`src/rtl/odo_pkg.sv`:
```
// Shared widths and FSM state encoding for the 6-bit inverse S-box block.
package odo_pkg;

    localparam int SBOX6_W = 6;
    localparam int SBOX6_N = 64;
    localparam int CNT_W   = 7;

    typedef enum logic [1:0] {
        EMPTY,
        LOADING,
        READY,
        ERROR
    } state_t;

endpackage

```
`src/rtl/odo_ram64x6.sv`:
```
// 64x6 storage for the inverse table: one synchronous write port and one
// synchronous read port. No reset and no initial contents.
module odo_ram64x6
    import odo_pkg::*;
(
    input  logic               clk,
    input  logic               we,
    input  logic [SBOX6_W-1:0] waddr,
    input  logic [SBOX6_W-1:0] wdata,
    input  logic               re,
    input  logic [SBOX6_W-1:0] raddr,
    output logic [SBOX6_W-1:0] rdata
);

    logic [SBOX6_W-1:0] mem [SBOX6_N];

    always_ff @(posedge clk) begin
        if (we)
            mem[waddr] <= wdata;
        if (re)
            rdata <= mem[raddr];
    end

endmodule

```
`src/rtl/odo_sbox_small_inv.sv`:
```
// Builds an inverse 6-bit S-box from a streamed forward table, checks that the
// forward table is a permutation, and serves 1-cycle inverse lookups.
module odo_sbox_small_inv
    import odo_pkg::*;
(
    input  logic               clk,
    input  logic               rst,
    input  logic               load_start,
    input  logic               load_valid,
    input  logic [SBOX6_W-1:0] load_addr,
    input  logic [SBOX6_W-1:0] load_data,
    output logic               load_ready,
    input  logic               lk_valid,
    input  logic [SBOX6_W-1:0] lk_in,
    output logic [SBOX6_W-1:0] lk_out,
    output logic               lk_out_valid,
    output logic               tbl_ready,
    output logic               tbl_error
);

    state_t             state, state_nxt;
    logic [CNT_W-1:0]   cnt;
    logic [SBOX6_N-1:0] seen_addr;
    logic [SBOX6_N-1:0] seen_data;
    logic               dup;
    logic               out_zero;
    logic               accept;
    logic               hit;
    logic               last;
    logic               lookup;
    logic [SBOX6_W-1:0] ram_q;

    assign accept = (state == LOADING) && load_valid && !load_start;
    assign hit    = seen_addr[load_addr] | seen_data[load_data];
    assign last   = (cnt == CNT_W'(SBOX6_N - 1));
    assign lookup = (state == READY) && lk_valid && !load_start;

    always_ff @(posedge clk) begin
        if (rst)
            state <= EMPTY;
        else
            state <= state_nxt;
    end

    always_comb begin
        state_nxt = state;
        if (load_start)
            state_nxt = LOADING;
        else if (accept && last)
            state_nxt = (dup || hit) ? ERROR : READY;
    end

    always_comb begin
        load_ready = (state == LOADING);
        tbl_ready  = (state == READY);
        tbl_error  = (state == ERROR);
    end

    always_ff @(posedge clk) begin
        if (rst) begin
            cnt          <= '0;
            seen_addr    <= '0;
            seen_data    <= '0;
            dup          <= 1'b0;
            lk_out_valid <= 1'b0;
            out_zero     <= 1'b1;
        end else begin
            lk_out_valid <= lookup;
            if (lookup)
                out_zero <= 1'b0;
            if (load_start) begin
                cnt       <= '0;
                seen_addr <= '0;
                seen_data <= '0;
                dup       <= 1'b0;
            end else if (accept) begin
                cnt                  <= cnt + CNT_W'(1);
                seen_addr[load_addr] <= 1'b1;
                seen_data[load_data] <= 1'b1;
                dup                  <= dup | hit;
            end
        end
    end

    // The RAM has no reset, so lk_out reads as zero until the first lookup after reset.
    assign lk_out = out_zero ? '0 : ram_q;

    odo_ram64x6 u_ram (
        .clk   (clk),
        .we    (accept && !rst),
        .waddr (load_data),
        .wdata (load_addr),
        .re    (lookup && !rst),
        .raddr (lk_in),
        .rdata (ram_q)
    );

endmodule
```
`config.mk`:
```
export PLATFORM = sky130hd
export DESIGN_NAME = odo_sbox_small_inv
export DESIGN_NICKNAME = d
export VERILOG_FILES = /design/src/rtl/odo_pkg.sv /design/src/rtl/odo_ram64x6.sv /design/src/rtl/odo_sbox_small_inv.sv
export SDC_FILE = /design/constraint.sdc
export NUM_CORES = 1
export LEC_CHECK = 0
export CORE_MARGIN = 3
export CORE_UTILIZATION = 62
export CTS_CLUSTER_DIAMETER = 150
export DETAILED_ROUTE_END_ITERATION = 8
export PLACE_DENSITY = 0.9
export SLEW_MARGIN = 15
export SYNTH_ARGS = -nofsm -noshare
export SYNTH_HDL_FRONTEND = slang
export SYNTH_SLANG_ARGS = --single-unit
```
`constraint.sdc`:
```
create_clock -name clk -period 3.9 [get_ports clk]
set_clock_uncertainty 0.1 [all_clocks]
set_input_delay 0.78 -clock clk [delete_from_list [all_inputs] [get_ports clk]]
set_output_delay 0.78 -clock clk [all_outputs]
set_load 0.03 [all_outputs]
```
==> out/qor.txt, run 1 <==
Commonest non-fill, non-tap cell in the layout: edfxtp_1
1st-iter DRT viols: 1830
Max-slew headroom: 29.7%
Routability Congestion: 0.924
Met2 global-route usage: 51.0%
Fin nets: 1399
Synth Area in Simple Gates: 7.40%
Unrepaired setup endpoints after global routing: false
I/O Pins: 33
Number of synthesized register bits: 530
Worst-path clk slew: 0.07 ns
DR vias: 12952
Largest family of logic cells by synthesized area: multiplexers
Htree depth: 2
Post-Route WL: 56000 um
CP Launch Type: primary input
CTS tree: yes
Postcts setup bufs: 0
Worst path required time: 4.02 ns
F_max: 0.307 GHz
Final period util: 83.4%
Worst-path maximum fanout: 13
Synth area leader: edfxtp_1
Input/output buffers: 32
DR pass1 iterations: 6
Max Cap Viol: 0
First-pass GRT wire length: 83900 um
Die area: 0.0359 sq mm
Final Max Slew Viols: 0
Layout cells sized above 1: 20.7%
YS warnings: 0
Antenna-violating nets left: 0
Max VDD drop: 354 uV
PD cells: 491 mW/mm^2
CP arrival: 3.37 ns
Post-synthesis mux area share: 16.2%
Area occupied by multi-input gates: 0.00599 sq mm
Fin. Hold Viols: 0
Die Height: 190 um
Hold slack: 0.365 ns
Post-Route Setup TNS: 0 ns
FFs w/ async S/R, synth: 0%
Drt drc: 0
Setup Viol. Count Final: 0
# clock sinks: 530
EDFF count, synth: 390
Post-synthesis sequential area ratio: 69.4%
CORE AREA: 0.0329 sq mm
Placed cell count: 1765
Initial antenna violation count: 4
LEAKAGE: 7.55 nW
Post-synthesis cell count: 1318
Fillers: 1870
Drt via density: 6.97
Avg Cell Area, Syn: 15.9 sq um
Synthesized Nets: 1342
Synth top area cells: edfxtp_1, mux4_2, dfxtp_1
Initial Util: 63.6%
WL per Instance: 30.1 um
Post-Synth Adder-Cell Area: 0.0599%
Met1 GRT Util: 42.6%
Setup Slack @ Placement: 0.244 ns
Total grt overflow: 0
Hold WC Path Type: flip-flop to flip-flop
GRT Total Usage: 31.6%
Cts hold-fix bufs: 0
Resize count post-CTS: 0
Worst-margin pin slew: 1.05 ns
Row count: 66
Largest net degree at the start of global routing: 73
Worst Setup End Kind: flip-flop
Crit Path Class: primary input to flip-flop
Most frequent cells in the layout: edfxtp_1, nor2_1, dfxtp_1, mux4_2, a21oi_1
Final worst slack: 0.646 ns
Max Buffers Root-to-Sink: 3
Post-synth top area share: 56.0%
Post-synth top flop: edfxtp_1
Layout overhead on the synthesized area: 12.9%
Root buf cell: clkbuf_16
Tmin final: 3.25 ns
Cell variety after synth: 54
Global route hottest layer: met2
Post-route insts no fill: 1858
Clock Latency Late Sink: 0.57 ns
Storage cell area: 0.0145 sq mm
Xor/xnor share of the synthesized area: 0.168%
HPWL Detailed: 32200 um
Vias in the first global route: 12788
Die W: 190 um
Cts bufs inserted: 50
Synth Area in Compound Gates: 4.86%
Met3 usage: 5.58%
Synth Cell Area: 0.0209 sq mm
Outcome: finished, final reports clean
## stage by stage
step / util [%] / cell area (sq um) / power (mW)
2_1_floorplan: - / 20900 / 6.50
3_3_place_gp: 66.8 / 21900 / 6.72
3_5_place_dp: 66.8 / 21900 / 6.74
4_1_cts: 71.7 / 23600 / 11.6
5_1_grt: 71.8 / 23600 / 11.8
6_report: 71.8 / 23600 / 11.6
## synth_stat cells (2+ instances only)
cell / instances
or2_1: 2
nand3b_1: 3
nand4_1: 4
nor3_1: 25
buf_2: 8
clkbuf_1: 75
inv_1: 2
buf_1: 4
or3_1: 7
mux4_2: 139
a21oi_1: 130
nor2b_1: 17
a22oi_1: 3
or2_2: 2
nor3b_1: 7
and2_1: 5
dfxtp_1: 140
mux2i_1: 16
edfxtp_1: 390
mux2_2: 2
a31oi_1: 12
xor2_1: 4
and3_1: 3
and3b_1: 4
o21ai_1: 4
and4_1: 2
nand2b_1: 10
buf_4: 2
o22ai_1: 4
nand2_1: 26
mux2_1: 6
nor2_1: 214
a221oi_1: 11
buf_6: 3
nand3_1: 13
## power by group
| group | total, mW | internal [mW] | switching [mW] |
|---|---|---|---|
| combinational | 0.594 | 0.227 | 0.367 |
| sequential | 6.05 | 6.04 | 0.00303 |
| clock | 4.93 | 2.81 | 2.12 |
| total | 11.6 | 9.08 | 2.50 |
## area by class of cell
cell class	instances	share of cell area (%)
multi-input cells	693	25.4
diodes	3	0.0318
clock buffers	63	5.77
flip-flops and latches	530	61.5
repair buffers	97	3.72
inverters	3	0.0477
clock inverters	27	1.16
well taps	442	2.34
## routing by layer
metal  up-vias  wire length, um  part of all wire, %
li1       5213                -                    -
met1      6542            19800                   35
met2      1012            27700                   49
met3       183             5630                   10
met4         2             2860                  5.1
met5         -               11                0.020
## flip-flops by register name, indices dropped and copies added, names as in the netlist
register and flops:
seen_addr 64, cnt 7, dup 1, state 2
u_ram.mem 384, seen_data 64, lk_out_valid 1, out_zero 1
u_ram.rdata 6
## path summary, 6_finish.rpt
path	start	endpoint	slack, ns	cells past startpoint
hold / removal	seen_addr[42]	seen_addr[42]	0.37	2
setup / recovery	load_data[2]	u_ram.mem[12][5]	0.65	5
hold reg to reg	seen_addr[42]	seen_addr[42]	0.37	2
setup reg to reg	state[0]	u_ram.mem[21][2]	0.92	6
## worst max-delay path: stages
cell and delay (ns):
clkdlybuf4s50_1 0.80, inv_1 0.17, nor3_1 0.38, nand2b_1 0.53, nor2_1 0.70
## logic make-up after synthesis
logic type,count (synthesis)
flops,530
simple gates,346
compound gates,179
mux,163
buf+inv,95
xor+xnor,4
fa+ha+maj,1
Note: power is estimated with default switching activity, not from simulation.
==> run 2, diff against run 1 <==
- CORE_UTILIZATION: 62 -> 56
- PLACE_DENSITY: 0.9 -> 0.86
- clock period: 3.9 -> 2.7 ns (I/O delays scaled with it)
==> run 2 against run 1 <==
  * Routed wire length is essentially flat
  * Die area grew 10%
  * Clock power grew 48%
  * Cell count grew 8.3%
  * Register-to-register slack lost 0.69 ns
  * Sequential cell count is the same
  * Clock-buffer cell count grew 1
  * Design area grew 5.1%
  * Worst setup slack lost 0.56 ns
  * First-iteration DRC count grew 9.8%
  * Via count grew 2.6%
  * Largest cell class unchanged
==> out/qor.txt, run 2 (synthesized netlist as in run 1, its figures left out) <==
Outcome: finished, final reports clean
Sw Share: 21.4%
Die Height: 199 um
Max reg flops: 384
Root buf cell: clkbuf_16
Setup Viol. Count Final: 0
Max Buffers Root-to-Sink: 3
CTS tree: yes
Fin nets: 1524
Area occupied by multi-input gates: 0.00601 sq mm
F_max: 0.382 GHz
Hold WC Path Type: primary input to flip-flop
Routability Congestion: 0.894
Worst Setup End Kind: output port
WL per Instance: 27.8 um
Worst path required time: 2.06 ns
First-pass GRT wire length: 84100 um
Input/output buffers: 32
Final Max Slew Viols: 0
Worst reg-to-reg setup slack: 0.23 ns
Worst-margin pin slew: 0.886 ns
Antenna-violating nets left: 0
PD cells: 685 mW/mm^2
Max-slew headroom: 40.7%
Internal power: 13.4 mW
Sequential power share: 51.4%
Cts hold-fix bufs: 0
DR pass1 iterations: 6
HPWL Detailed: 34700 um
Most frequent cells in the layout: edfxtp_1, nor2_1, buf_4, dfxtp_1, mux4_2
Layout overhead on the synthesized area: 18.6%
Largest register by flop count: u_ram.mem
Resize count post-CTS: 0
Cell area after layout: 0.0248 sq mm
Die W: 199 um
1st-iter DRT viols: 2010
Die area: 0.0397 sq mm
Cts bufs inserted: 52
Net Sw Power: 3.63 mW
Final period util: 96.8%
Comb pwr share: 5.6%
Largest net degree at the start of global routing: 94
Initial antenna violation count: 1
Worst-path maximum fanout: 4
Worst-path clk slew: 0.06 ns
DR vias: 13293
Drt drc: 0
Post-Route WL: 56000 um
FF-to-FF End: u_ram.mem[12][1]
Hold Startpoint: load_addr[3]
Worst setup endpoint: load_ready
GRT Total Usage: 28.8%
Total grt overflow: 0
Utilization after layout: 67.5%
Clock Latency Late Sink: 0.60 ns
Unrepaired setup endpoints after global routing: false
Register-to-Register Path Depth: 7
I/O Pins: 33
Htree depth: 2
Postcts setup bufs: 0
Max VDD drop: 534 uV
Vias in the first global route: 13211
Commonest non-fill, non-tap cell in the layout: edfxtp_1
Tmin final: 2.61 ns
CP arrival: 1.97 ns
Layout cells sized above 1: 27.6%
LEAKAGE: 8.28 nW
Fillers: 2251
# clock sinks: 530
Storage cell area: 0.0145 sq mm
Placed cell area: 0.0231 sq mm
Fin. Hold Viols: 0
Clock share of power: 43.0%
Crit Path Class: flip-flop to output port
Biggest regs: u_ram.mem x384, seen_addr x64, seen_data x64
CORE AREA: 0.0367 sq mm
Drt via density: 6.60
Worst r2r src: state[1]
Beginning of the critical path: state[1]
Row count: 70
Initial Util: 57.0%
CP Launch Type: flip-flop
Max Cap Viol: 0
## run 2: changes by cell type in the layout (fill, tap and decap cells not counted), moves of 3 or more
cell and delta:
buf_4 +112, clkinv_2 +3, buf_12 +11, clkbuf_8 -3
clkbuf_16 +4
## run 2: cell type report
cell class                 instances  area share (%)
tap                              468            2.36
inverter                           3          0.0454
clock buffer                      64            5.73
sequential                       530            58.6
timing repair buffer             220            7.82
clock inverter                    32            1.21
multi-input combinational        693            24.2
antenna                            3          0.0303
## run 2: worst min-delay path by stage
| stage | to | slack (ns) | cells past startpoint |
|---|---|---|---|
| 2_1_floorplan | seen_addr[32] | 0.33 | 2 |
| 3_3_place_gp | seen_data[56] | 0.34 | 2 |
| 3_5_place_dp | seen_data[54] | 0.35 | 2 |
| 4_1_cts | u_ram.mem[40][3] | 0.24 | 1 |
| 5_1_grt | u_ram.mem[40][3] | 0.25 | 1 |
| 6_report | u_ram.mem[40][3] | 0.27 | 1 |
## run 2: metrics by stage
| stage | cells | hold slack (ns) | setup TNS [ns] | setup slack [ns] | power, mW |
|---|---|---|---|---|---|
| floorplan | 1318 | 0.329 | -2.69 | -0.0530 | 9.42 |
| global placement | 1914 | 0.343 | -5.77 | -0.239 | 9.79 |
| detailed placement | 1914 | 0.355 | -10.34 | -0.273 | 9.83 |
| CTS | 2010 | 0.245 | 0 | 0.0691 | 17.0 |
| global route | 2011 | 0.253 | 0 | 0.0406 | 17.4 |
| finish | 2013 | 0.274 | 0 | 0.0855 | 17.0 |
## run 2: per-layer routing
layer | up-vias | track usage, % | wire length, um
met4 | 0 | 11.5 | 2370
met3 | 178 | 5.80 | 5130
met5 | - | 0 | 0
met2 | 961 | 48.6 | 28400
li1 | 5463 | - | -
met1 | 6691 | 37.1 | 20100
## run 2: worst max-delay path, cell delays in order (launching register included)
cell             delay (ns)
dfxtp_1                0.37
nor2b_2                0.28
clkdlybuf4s50_1        0.73
## run 2: power groups by stage
| stage | clock network [mW] | registers, mW | logic (mW) |
|---|---|---|---|
| floorplan | 0 | 8.91 | 0.504 |
| global placement | 0 | 8.91 | 0.876 |
| detailed placement | 0 | 8.91 | 0.921 |
| CTS | 7.38 | 8.73 | 0.937 |
| global route | 7.68 | 8.73 | 0.986 |
| finish | 7.31 | 8.73 | 0.948 |
